[src/rtl/keypad_pkg.sv]
// Shared constants, FSM state encoding and key-count classification for the keypad scanner.
package keypad_pkg;
  localparam int KP_ROWS = 4;
  localparam int KP_COLS = 4;
  localparam int KP_KEYS = 16;

  typedef enum logic {DRIVE, EVAL} kp_state_e;
  typedef enum logic [1:0] {NONE, ONE, MULTI} kp_class_e;

  function automatic kp_class_e kp_popcnt_class(input logic [KP_KEYS-1:0] v);
    int n;
    n = 0;
    for (int i = 0; i < KP_KEYS; i++) n += int'(v[i]);
    if (n == 0) return NONE;
    if (n == 1) return ONE;
    return MULTI;
  endfunction
endpackage

[src/rtl/sync_2ff.sv]
// Two-flop synchronizer; resets to all ones so idle pulled-up inputs read as released.
module sync_2ff #(
  parameter int WIDTH = 4
) (
  input  logic             clk,
  input  logic             rst_n,
  input  logic [WIDTH-1:0] d,
  output logic [WIDTH-1:0] q
);
  logic [WIDTH-1:0] meta;

  always_ff @(posedge clk or negedge rst_n) begin
    if (!rst_n) begin
      meta <= '1;
      q    <= '1;
    end else begin
      meta <= d;
      q    <= meta;
    end
  end
endmodule

[src/rtl/keypad_scanner.sv]
// 4x4 matrix keypad scanner: column drive, frame capture, debounce and single-key acceptance.
module keypad_scanner
  import keypad_pkg::*;
#(
  parameter int SCAN_DIV = 8,
  parameter int DEBOUNCE = 3
) (
  input  logic                clk,
  input  logic                rst_n,
  input  logic [KP_ROWS-1:0]  row,
  output logic [KP_COLS-1:0]  col,
  output logic [KP_KEYS-1:0]  key_onehot,
  output logic                key_valid,
  output logic                key_held,
  output logic                multi_key
);
  localparam int DW = $clog2(SCAN_DIV);
  localparam int SW = $clog2(DEBOUNCE + 1);
  localparam logic [DW-1:0] DWELL_LAST = DW'(SCAN_DIV - 1);
  localparam logic [SW-1:0] DB_MAX     = SW'(DEBOUNCE);

  logic [KP_ROWS-1:0] row_s;
  kp_state_e          state;
  logic [DW-1:0]      dwell;
  logic [1:0]         cidx;
  logic [KP_KEYS-1:0] frame;
  logic [KP_KEYS-1:0] prev;
  logic [SW-1:0]      stable_cnt;

  logic               same;
  logic [SW-1:0]      cnt_next;
  logic               accept;
  kp_class_e          cls;

  sync_2ff #(.WIDTH(KP_ROWS)) u_sync (
    .clk   (clk),
    .rst_n (rst_n),
    .d     (row),
    .q     (row_s)
  );

  // In EVAL cidx is still 3, so column 3 stays driven for the extra cycle.
  assign col = ~(4'b0001 << cidx);

  // Acceptance fires only on the step into saturation, or on any new frame when DEBOUNCE is 1.
  always_comb begin
    same     = (frame == prev);
    cnt_next = SW'(1);
    if (same) cnt_next = (stable_cnt == DB_MAX) ? stable_cnt : stable_cnt + 1'b1;
    accept   = (cnt_next == DB_MAX) && !(same && (stable_cnt == DB_MAX));
    cls      = kp_popcnt_class(frame);
  end

  always_ff @(posedge clk or negedge rst_n) begin
    if (!rst_n) begin
      state      <= DRIVE;
      dwell      <= '0;
      cidx       <= '0;
      frame      <= '0;
      prev       <= '0;
      stable_cnt <= '0;
      key_onehot <= '0;
      key_valid  <= 1'b0;
      key_held   <= 1'b0;
      multi_key  <= 1'b0;
    end else begin
      key_valid <= 1'b0;
      case (state)
        DRIVE: begin
          if (dwell == DWELL_LAST) begin
            dwell <= '0;
            for (int r = 0; r < KP_ROWS; r++)
              frame[r*KP_COLS + int'(cidx)] <= ~row_s[r];
            if (cidx == 2'd3) state <= EVAL;
            else              cidx  <= cidx + 2'd1;
          end else begin
            dwell <= dwell + 1'b1;
          end
        end
        EVAL: begin
          state      <= DRIVE;
          cidx       <= '0;
          stable_cnt <= cnt_next;
          if (!same) prev <= frame;
          if (accept) begin
            case (cls)
              ONE: begin
                key_onehot <= frame;
                key_held   <= 1'b1;
                multi_key  <= 1'b0;
                key_valid  <= (frame != key_onehot);
              end
              MULTI: begin
                key_onehot <= '0;
                key_held   <= 1'b0;
                multi_key  <= 1'b1;
              end
              default: begin
                key_onehot <= '0;
                key_held   <= 1'b0;
                multi_key  <= 1'b0;
              end
            endcase
          end
        end
        default: state <= DRIVE;
      endcase
    end
  end
endmodule

[config.mk]
export PLATFORM = sky130hd
export DESIGN_NAME = keypad_scanner
export DESIGN_NICKNAME = d
export VERILOG_FILES = /design/src/rtl/keypad_pkg.sv /design/src/rtl/sync_2ff.sv /design/src/rtl/keypad_scanner.sv
export SDC_FILE = /design/constraint.sdc
export NUM_CORES = 1
export LEC_CHECK = 0
export BUFFER_PORTS_ARGS = -buffer_cell sky130_fd_sc_hd__buf_2
export CAP_MARGIN = 20
export CORE_ASPECT_RATIO = 0.9
export CORE_MARGIN = 5
export CORE_UTILIZATION = 45
export CTS_CLUSTER_DIAMETER = 200
export DETAILED_ROUTE_END_ITERATION = 12
export PLACE_DENSITY = 0.73
export SYNTH_ARGS = -nofsm -noshare
export SYNTH_HDL_FRONTEND = slang
export SYNTH_SLANG_ARGS = --single-unit
export TNS_END_PERCENT = 50
[constraint.sdc]
create_clock -name clk -period 4.1 [get_ports clk]
set_clock_uncertainty 0.1 [all_clocks]
set_input_delay 0.82 -clock clk [delete_from_list [all_inputs] [get_ports clk]]
set_output_delay 0.82 -clock clk [all_outputs]
set_load 0.05 [all_outputs]
==> summary.md, run 1 <==
| Metric | Value |
|---|---|
| Outcome | `finished, violations left` |
| Failing checks | `setup timing` |
| Critical path fanouts, max | `6` |
| Number of hold buffers added after CTS | `0` |
| CP Class | `flip-flop to flip-flop` |
| Vias in the first global route | `2182` |
| Type of the worst min-delay path | `flip-flop to flip-flop` |
| First-pass GRT wire length | `10900 µm` |
| Number of port buffers | `28` |
| Worst setup margin | `-0.0297 ns` |
| P_int | `1.32 mW` |
| Slew Viols, Final | `0` |
| Ys flop type | `dfrtp_1` |
| Top post-synthesis cells by area | `dfrtp_1 44%, xor2_1 8.4%, mux2_2 6.8%` |
| N_diodes | `0` |
| Max-cap violations | `0` |
| DR iter-0 viols | `107` |
| Routed Wire Length | `6330 µm` |
| Deepest clock path buffer count | `2` |
| Skew-Pair Late Insertion Delay | `0.34 ns` |
| PnR Total Power | `1.82 mW` |
| Tcrit/Tclk final | `101%` |
| Async SR Flop Fraction | `100%` |
| Initial antenna violation count | `0` |
| Worst Path Arrival | `4.26 ns` |
| Leak | `1.97 nW` |
| I/O Pins | `29` |
| Die area | `9210 µm²` |
| Final setup vio count | `9` |
| RSZ-0062 raised after global routing | `true` |
| Mux cell area share after synthesis | `11.6%` |
| Maximum number of pins on one net before global-route repair | `32` |
| Yosys Warn Count | `0` |
| Layout cells sized above 1 | `29.5%` |
| Rows | `29` |
| Period minus WS final | `4.13 ns` |
| Gr ovfl total | `0` |
| PwrDens | `453 nW/µm²` |
| Combinational Power Share | `25.7%` |
| Via count | `2160` |
| Actual slew at the worst max-slew pin | `0.473 ns` |
| Utilization after layout | `56.7%` |
| Syn avg cell area | `11.4 µm²` |
| CTS HTree Levels | `3` |
| Post-Synth Simple-Gate Area | `8.88%` |
| Routed WL per cell | `14.2 µm` |
| Relative slew slack | `68.5%` |
| Top cell type's share of synthesized area | `44.4%` |
| Synth Area in XOR/XNOR | `8.69%` |
| Die X | `101 µm` |
| Post-route cell area | `4030 µm²` |
| Worst-path clk slew | `0.07 ns` |
| CTS tree | `yes` |
| Placed Cells incl. Taps | `427` |
| Starting Density | `46.8%` |
| Synth area leader | `dfrtp_1` |
| Clock sinks | `67` |
| Root Driver | `clkbuf_8` |
| Largest family of logic cells by synthesized area | `multiplexers` |
| Max Fclk | `0.242 GHz` |
| Sw frac | `27.5%` |
| Clock power share | `35.9%` |
| Sw power | `0.502 mW` |
| Pre-CTS setup slack | `-0.0199 ns` |
| Number of synthesized flops with an enable pin | `0` |
| Hold slack | `0.256 ns` |
| Cells after Synth | `292` |
| GPL Wtd Cong | `0.794` |
| Residual DRC count | `0` |
| Flop pwr share | `38.4%` |
| Synthesized area | `3330 µm²` |
| Synthesis-stage register bit count | `67` |
| Startpoint types | `flip-flop` |
| Post-route setup TNS | `-0.152 ns` |
| Final Hold Fails | `0` |
| Net Count, Synth | `319` |
| Post-layout nets | `375` |
| Placed inst area | `3720 µm²` |
| Core Region | `7110 µm²` |
| Crit path capture type | `flip-flop` |
| CTS Buf Count | `9` |
| Distinct cell type count after synthesis | `29` |
| Synth Area in Compound Gates | `3.61%` |
| Sequential area share after synthesis | `50.7%` |
| Worst VDD drop | `0.277 mV` |
| DPL Wire Length | `4800 µm` |
| Die Y-Extent | `91.6 µm` |
| GR Util All Layers | `15.3%` |
| Vias per cell | `4.84` |
| Pre-antenna DRT Iters | `4` |
| Area growth syn-to-layout | `21.2%` |
| WP data required | `4.23 ns` |
| Post-route ant nets | `0` |
| Post-synthesis adder-cell area fraction | `10.2%` |
| Fin cells | `446` |
==> critical path, cell delays in order, from the launching register on <==
cell and delay, ns:
dfrtp_1 0.40, fa_1 0.54, inv_1 0.05, fa_1 0.47
inv_1 0.05, fa_1 0.47, inv_1 0.05, fa_1 0.47
inv_1 0.04, ha_2 0.17, fa_2 0.37, and2_4 0.18
a21oi_4 0.15, nor4_4 0.06, buf_4 0.17, clkbuf_16 0.16
and3_1 0.15
==> layout make-up <==
cell class	instances	area (µm²)
multi-input combinational	176	1480
timing repair buffer	50	339
inverter	44	165
tap	93	116
clock buffer	10	128
clock inverter	6	114
fill	632	3080
sequential	67	1690
==> routing by layer <==
metal / wire length, µm / vias to the layer above / part of all wire (%) / GRT usage [%]
met5: 0 / - / 0 / 0
met4: 48 / 0 / 0.76 / 3.37
met3: 336 / 6 / 5.3 / 5.21
met2: 3040 / 47 / 48 / 23.5
met1: 2910 / 1060 / 46 / 20.9
li1: - / 1047 / - / -
==> cells by family after synthesis <==
group / Yosys count
DFF: 67
and+or+nand+nor: 63
buffers and inverters: 49
muxes: 36
xor gates and xnor gates: 33
AOI/OAI and AO/OA: 23
adders and majority gates: 21
==> power by group through the flow <==
stage	sequential, mW	clock, mW	combinational (mW)
2_1_floorplan	0.715	0	0.260
3_3_place_gp	0.711	0	0.372
3_5_place_dp	0.713	0	0.384
4_1_cts	0.701	0.671	0.393
5_1_grt	0.703	0.702	0.527
6_report	0.701	0.655	0.469
==> final timing paths <==
kind                                          start                        to  slack [ns]  cells past startpoint
max                           frame[11]$_DFFE_PN0P_       key_valid$_DFF_PN0_       -0.03                     16
min                        u_sync.meta[2]$_DFF_PN1_     u_sync.q[2]$_DFF_PN1_        0.26                      0
max reg2reg                   frame[11]$_DFFE_PN0P_       key_valid$_DFF_PN0_       -0.03                     16
min reg2reg                u_sync.meta[2]$_DFF_PN1_     u_sync.q[2]$_DFF_PN1_        0.26                      0
max in group asynchronous                     rst_n  u_sync.meta[2]$_DFF_PN1_        2.78                      2
min in group asynchronous                     rst_n      frame[5]$_DFFE_PN0P_        0.33                      1
==> cell usage after synthesis (all sizes together) (3+ instances only) <==
cell,number
a21oi,5
buf,3
dfrtp,59
dfstp,8
fa,10
ha,11
inv,44
mux2,20
mux2i,16
nand2,38
nor2,7
nor4,9
o21ai,16
xor2,32
==> placed cells by master, fill, tap and decap left out, types with 2 or more instances in the layout <==
master       n
nand2_1     34
a21oi_1      4
mux2_2      20
buf_4       19
nor2_1       6
mux2i_1     16
inv_1       44
fa_1         9
clkbuf_8     9
buf_2       28
nor2b_1      2
ha_1        10
dfstp_2      8
o21ai_0     16
dfrtp_1     59
clkinvlp_4   2
nand4_1      2
nand2_2      3
nor4_1       8
bufinv_16    3
xor2_1      32
==> repair_timing <==
action | CTS | global route
endpoints found under the hold margin | 0 | 0
pin swaps | 2 | 4
gates resized for setup | 1 | 7
cloned | 0 | 1
setup endpoints to repair | 9 | 19
buffers inserted | 1 | 1
==> registers in the layout, summed over array words and instances (netlist names) <==
register / flops
key_valid: 1
state: 1
multi_key: 1
key_onehot: 16
dwell: 3
stable_cnt: 2
key_held: 1
cidx: 2
prev: 16
u_sync.q: 4
frame: 16
u_sync.meta: 4
Note: power is estimated with default switching activity, not from simulation.
==> run 2: changes to the inputs <==
- BUFFER_PORTS_ARGS: -buffer_cell sky130_fd_sc_hd__buf_2 -> default
- CAP_MARGIN: 20 -> default
- DONT_BUFFER_PORTS: default -> 1
- PLACE_DENSITY: 0.73 -> 0.7
==> run 2 against run 1 <==
Compared with the run above:
- the run still ends with setup timing left
- wire length shrank 1.1%
- worst setup slack worse by 0.088 ns
- sequential cell count stayed put
- sequential power barely moved
- worst hold slack worse by 0.20 ns
- sequential share of layout area grew 2.6 points
- die area is the same
- global-route usage decreased by 0.14 points
- core utilization shrank 3.4 points
- fmax down 2.1%
- register-to-register slack lost 0.09 ns
- critical endpoint is now multi_key$_DFFE_PN0P_
- largest power group unchanged
- highest routed layer unchanged
==> summary.md, run 2 (synthesis gave the netlist of run 1 again) <==
| Metric | Value |
|---|---|
| Relative slew slack | `63.1% (-5.3 points)` |
| Skew-Pair Late Insertion Delay | `0.35 ns (about the same)` |
| Type of the worst min-delay path | `input port to asynchronous set/reset pin` |
| Leading registers by flop count | `frame: 16 flops, key_onehot: 16 flops, prev: 16 flops` |
| CTS tree | `yes` |
| Vias per cell | `4.91 (+1.4%)` |
| WP data required | `4.22 ns (about the same)` |
| Final Hold Fails | `0 (unchanged)` |
| Commonest non-fill, non-tap cell in the layout | `dfrtp_1` |
| Fin cells | `414 (-7.2%)` |
| DR iter-0 viols | `93 (-13%)` |
| Starting Density | `46.8% (unchanged)` |
| Outcome | `finished, violations left` |
| RSZ-0062 raised after global routing | `true` |
| CTS HTree Levels | `3 (unchanged)` |
| GR Util All Layers | `15.1% (-0.14 points)` |
| Failing checks | `setup timing` |
| Tcrit/Tclk final | `103% (+2.2 points)` |
| Pre-antenna DRT Iters | `4 (unchanged)` |
| Gr ovfl total | `0 (unchanged)` |
| Die Y-Extent | `91.6 µm (unchanged)` |
| Clock sinks | `67 (unchanged)` |
| Worst setup margin | `-0.118 ns (-0.0882 ns)` |
| Post-layout nets | `343 (-8.5%)` |
| Area growth syn-to-layout | `14.0%` |
| Startpoint types | `flip-flop` |
| Core Region | `7110 µm² (unchanged)` |
| Routed Wire Length | `6260 µm (-1.1%)` |
| Vias in the first global route | `2193 (+0.50%)` |
| Slew Viols, Final | `0 (unchanged)` |
| Max-cap violations | `0 (unchanged)` |
| Placed Cells incl. Taps | `395 (-7.5%)` |
| Critical path fanouts, max | `2 (-4)` |
| DPL Wire Length | `4590 µm (-4.4%)` |
| Residual DRC count | `0 (unchanged)` |
| Worst VDD drop | `0.208 mV (-25%)` |
| Layout cells sized above 1 | `24.0% (-5.5 points)` |
| Root Driver | `clkbuf_8` |
| Actual slew at the worst max-slew pin | `0.553 ns (+0.0799 ns)` |
| Utilization after layout | `53.3% (-3.4 points)` |
| Initial antenna violation count | `0 (unchanged)` |
| PwrDens | `439 nW/µm² (-3.1%)` |
| Hold slack | `0.0544 ns (-0.202 ns)` |
| Max Fclk | `0.237 GHz (-2.1%)` |
| First-pass GRT wire length | `10700 µm (-1.5%)` |
| N_diodes | `0 (unchanged)` |
| Period minus WS final | `4.22 ns (+0.0882 ns)` |
| Leak | `1.78 nW (-9.5%)` |
| Number of hold buffers added after CTS | `0 (unchanged)` |
| Post-route cell area | `3790 µm² (-5.9%)` |
| Via count | `2033 (-5.9%)` |
| Deepest clock path buffer count | `2 (unchanged)` |
| Die X | `101 µm (unchanged)` |
| CTS Buf Count | `9 (unchanged)` |
| Rows | `29 (unchanged)` |
| Placed inst area | `3530 µm² (-4.9%)` |
| I/O Pins | `29 (unchanged)` |
| Post-route ant nets | `0 (unchanged)` |
| Final setup vio count | `19 (+10)` |
| Crit path capture type | `flip-flop` |
| FF-to-FF path depth | `12 (-4)` |
| Maximum number of pins on one net before global-route repair | `68 (+110%)` |
| Worst Path Arrival | `4.34 ns (+0.08 ns)` |
| GPL Wtd Cong | `0.898 (+13%)` |
| Worst-path clk slew | `0.08 ns (about the same)` |
| Routed WL per cell | `15.1 µm (+6.5%)` |
| Number of port buffers | `0 (-100%)` |
| Die area | `9210 µm² (unchanged)` |
| PnR Total Power | `1.66 mW (-8.8%)` |
| Most frequent cells in the layout | `59 x dfrtp_1, 40 x inv_1, 32 x xor2_1` |
| CP Class | `flip-flop to flip-flop` |
-- run 2: critical path: stages (launching register included) --
cell and delay, ns:
dfrtp_1 0.40, fa_1 0.54, inv_1 0.05, fa_1 0.48, inv_1 0.05, fa_1 0.49
inv_2 0.05, fa_1 0.52, inv_2 0.05, ha_4 0.16, fa_2 0.47, or4_1 0.47
mux2_2 0.27
-- run 2: path summary, 6_finish.rpt --
path,from,endpoint,slack (ns)
worst max-delay path,frame[15]$_DFFE_PN0P_,multi_key$_DFFE_PN0P_,-0.12
worst min-delay path,rst_n,key_onehot[15]$_DFFE_PN0P_,0.05
worst max register to register,frame[15]$_DFFE_PN0P_,multi_key$_DFFE_PN0P_,-0.12
worst min register to register,u_sync.meta[2]$_DFF_PN1_,u_sync.q[2]$_DFF_PN1_,0.26
max in group asynchronous,rst_n,u_sync.q[0]$_DFF_PN1_,3.63
min in group clk,u_sync.meta[2]$_DFF_PN1_,u_sync.q[2]$_DFF_PN1_,0.26
-- run 2: routing by layer --
layer	vias to the layer above	wire length, µm	global-route usage, %
met5	-	0	0
li1	988	-	-
met1	987	2990	19.9
met2	46	2780	22.1
met4	0	140	5.61
met3	12	351	6.51
-- run 2: where the power goes --
part | switching, mW | total, mW | leakage (nW) | internal (mW)
Combinational | 0.213 | 0.393 | 0.854 | 0.180
Sequential | 0.0178 | 0.702 | 0.825 | 0.684
Clock | 0.237 | 0.569 | 0.104 | 0.332
Total | 0.468 | 1.66 | 1.78 | 1.20
-- run 2: repair_timing --
item,4_1_cts,5_1_grt
pin swaps,12,1
cloned,1,0
resized for setup,9,5
buffers inserted,1,1
setup endpoints to repair,18,19
-- run 2: through the flow --
step / TNS (ns) / worst slack [ns]
global placement: 0 / 0.00929
CTS: -0.600 / -0.0682
detailed placement: -0.707 / -0.0789
floorplan: -0.764 / -0.0719
global route: -3.97 / -0.253
finish: -1.20 / -0.118
-- run 2: cell type report --
| class | count | area, µm² |
|---|---|---|
| Fill cell | 639 | 3320 |
| Sequential cell | 67 | 1690 |
| Multi-Input combinational cell | 176 | 1480 |
| Clock buffer | 15 | 176 |
| Inverter | 44 | 165 |
| Timing Repair Buffer | 18 | 135 |
| Tap cell | 93 | 116 |
| Clock inverter | 1 | 30.0 |
==> run 3: changes to the inputs <==
- MAX_ROUTING_LAYER: default -> met4
==> run 3 against run 2 <==
Compared with the run above:
- the flow still finishes with violations (setup timing)
- critical path depth did not move
- core utilization did not move
- worst setup slack improved by 0.0060 ns
- critical endpoint unchanged
- largest power group unchanged
==> summary.md, run 3 (synthesis gave the netlist of run 1 again) <==
| Metric | Value |
|---|---|
| Outcome | `finished, violations left` |
| Failing checks | `setup timing` |
| Layout cells sized above 1 | `24.0% (unchanged)` |
| Leading registers by flop count | `frame: 16 flops, key_onehot: 16 flops, prev: 16 flops` |
| Worst VDD drop | `0.206 mV (-0.57%)` |
| Max Fclk | `0.237 GHz (+0.14%)` |
| Post-layout nets | `343 (unchanged)` |
| Routed Wire Length | `6260 µm (about the same)` |
| Combinational Power Share | `23.6% (about the same)` |
| Period minus WS final | `4.21 ns (-0.00598 ns)` |
| Area growth syn-to-layout | `14.0% (unchanged)` |
| Sw power | `0.469 mW (+0.23%)` |
| Clock power share | `34.2% (about the same)` |
| Slew Viols, Final | `0 (unchanged)` |
| Final Hold Fails | `0 (unchanged)` |
| Worst setup margin | `-0.112 ns (+0.00598 ns)` |
| Placed Cells incl. Taps | `395 (unchanged)` |
| CTS HTree Levels | `3 (unchanged)` |
| Tcrit/Tclk final | `103% (-0.15 points)` |
| Sw frac | `28.2% (+0.051 points)` |
| Skew-Pair Late Insertion Delay | `0.35 ns (about the same)` |
| Clock sinks | `67 (unchanged)` |
| Die area | `9210 µm² (unchanged)` |
| Via count | `2023 (-0.49%)` |
| Starting Density | `46.8% (unchanged)` |
| I/O Pins | `29 (unchanged)` |
| Type of the worst min-delay path | `input port to asynchronous set/reset pin` |
| WP data required | `4.23 ns (about the same)` |
| Worst Path Arrival | `4.34 ns (about the same)` |
| DR iter-0 viols | `72 (-23%)` |
| Root Driver | `clkbuf_8` |
| Commonest non-fill, non-tap cell in the layout | `dfrtp_1` |
| Startpoint types | `flip-flop` |
| PwrDens | `439 nW/µm² (about the same)` |
| Pre-antenna DRT Iters | `4 (unchanged)` |
| Final setup vio count | `19 (unchanged)` |
| Max-cap violations | `0 (unchanged)` |
| Most frequent cells in the layout | `59 x dfrtp_1, 40 x inv_1, 32 x xor2_1` |
| Critical path fanouts, max | `2 (unchanged)` |
| Gr ovfl total | `0 (unchanged)` |
| Utilization after layout | `53.3% (unchanged)` |
| CTS Buf Count | `9 (unchanged)` |
| Leak | `1.78 nW (unchanged)` |
| Actual slew at the worst max-slew pin | `0.544 ns (-0.00881 ns)` |
| Maximum number of pins on one net before global-route repair | `68 (unchanged)` |
| PnR Total Power | `1.66 mW (about the same)` |
| Worst-path clk slew | `0.08 ns (about the same)` |
| CTS tree | `yes` |
| Fill cells | `639 (unchanged)` |
| Crit path capture type | `flip-flop` |
| Vias in the first global route | `2193 (unchanged)` |
| CP Class | `flip-flop to flip-flop` |
| Rows | `29 (unchanged)` |
| Flop pwr share | `42.2% (about the same)` |
| GR Util All Layers | `15.6% (+0.49 points)` |
| Die Y-Extent | `91.6 µm (unchanged)` |
| Initial antenna violation count | `0 (unchanged)` |
| Routed WL per cell | `15.1 µm (about the same)` |
| P_int | `1.20 mW (about the same)` |
| Residual DRC count | `0 (unchanged)` |
| First-pass GRT wire length | `10700 µm (+0.26%)` |
| DPL Wire Length | `4590 µm (unchanged)` |
| RSZ-0062 raised after global routing | `true` |
| Post-route ant nets | `0 (unchanged)` |
| Number of port buffers | `0 (unchanged)` |
| Relative slew slack | `63.7% (+0.59 points)` |
| N_diodes | `0 (unchanged)` |
| Fin cells | `414 (unchanged)` |
| Vias per cell | `4.89 (-0.49%)` |
| GPL Wtd Cong | `0.914 (+1.7%)` |
| Deepest clock path buffer count | `2 (unchanged)` |
| Core Region | `7110 µm² (unchanged)` |
| Die X | `101 µm (unchanged)` |
run 3: cell counts in the layout (fill, tap and decap cells not counted):
No cell type changed its count.
run 3: layer usage:
| metal | track usage, % | vias to the layer above | routed length (µm) |
|---|---|---|---|
| li1 | - | 987 | - |
| met1 | 20.1 | 982 | 3050 |
| met2 | 22.1 | 42 | 2750 |
| met3 | 6.21 | 12 | 322 |
| met4 | 5.61 | 0 | 146 |
| met5 | - | - | 0 |
run 3: final timing paths:
path	depth (start not counted)	from	slack, ns	to
max	12	frame[15]$_DFFE_PN0P_	-0.11	multi_key$_DFFE_PN0P_
min	0	rst_n	0.06	key_onehot[5]$_DFFE_PN0P_
max reg2reg	12	frame[15]$_DFFE_PN0P_	-0.11	multi_key$_DFFE_PN0P_
min reg2reg	0	u_sync.meta[2]$_DFF_PN1_	0.26	u_sync.q[2]$_DFF_PN1_
max in group asynchronous	0	rst_n	3.62	u_sync.meta[2]$_DFF_PN1_
min in group clk	0	u_sync.meta[2]$_DFF_PN1_	0.26	u_sync.q[2]$_DFF_PN1_
run 3: layout make-up:
class | count | area (µm²) | share of cell area [%]
clock buffers | 15 | 176 | 4.65
clock inverters | 1 | 30.0 | 0.792
inverters | 44 | 165 | 4.36
multi-input cells | 176 | 1480 | 39.1
flip-flops and latches | 67 | 1690 | 44.5
well taps | 93 | 116 | 3.07
repair buffers | 18 | 135 | 3.56
run 3: what timing repair did:
| item | 4_1_cts | 5_1_grt |
|---|---|---|
| hold buffers | 0 | 0 |
| setup endpoints to repair | 18 | 19 |
| pin swaps | 12 | 1 |
| setup buffers | 1 | 1 |
| gates resized for setup | 9 | 5 |
| gates cloned | 1 | 0 |
| hold endpoints to repair | 0 | 0 |
run 3: power by group through the flow:
stage	registers [mW]	clock network (mW)	logic, mW
2_1_floorplan	0.715	0	0.260
3_3_place_gp	0.713	0	0.321
3_5_place_dp	0.714	0	0.339
4_1_cts	0.702	0.588	0.374
5_1_grt	0.705	0.616	0.443
6_report	0.702	0.570	0.392
run 3: worst max-delay path, stage by stage, from the launching register on:
cell,delay (ns)
dfrtp_1,0.40
fa_1,0.54
inv_1,0.05
fa_1,0.48
inv_1,0.05
fa_1,0.49
inv_2,0.05
fa_1,0.51
inv_2,0.05
ha_4,0.16
fa_2,0.47
or4_1,0.47
mux2_2,0.27
run 3: metrics by stage:
| stage | TNS (ns) | instance area, µm² | setup slack [ns] | hold WS (ns) |
|---|---|---|---|---|
| 2_1_floorplan | -0.764 | 3360 | -0.0719 | 0.245 |
| 3_3_place_gp | 0 | 3530 | 0.00929 | 0.246 |
| 3_5_place_dp | -0.707 | 3530 | -0.0789 | 0.248 |
| 4_1_cts | -0.600 | 3780 | -0.0682 | 0.0352 |
| 5_1_grt | -3.95 | 3790 | -0.253 | 0.0313 |
| 6_report | -0.949 | 3790 | -0.112 | 0.0552 |
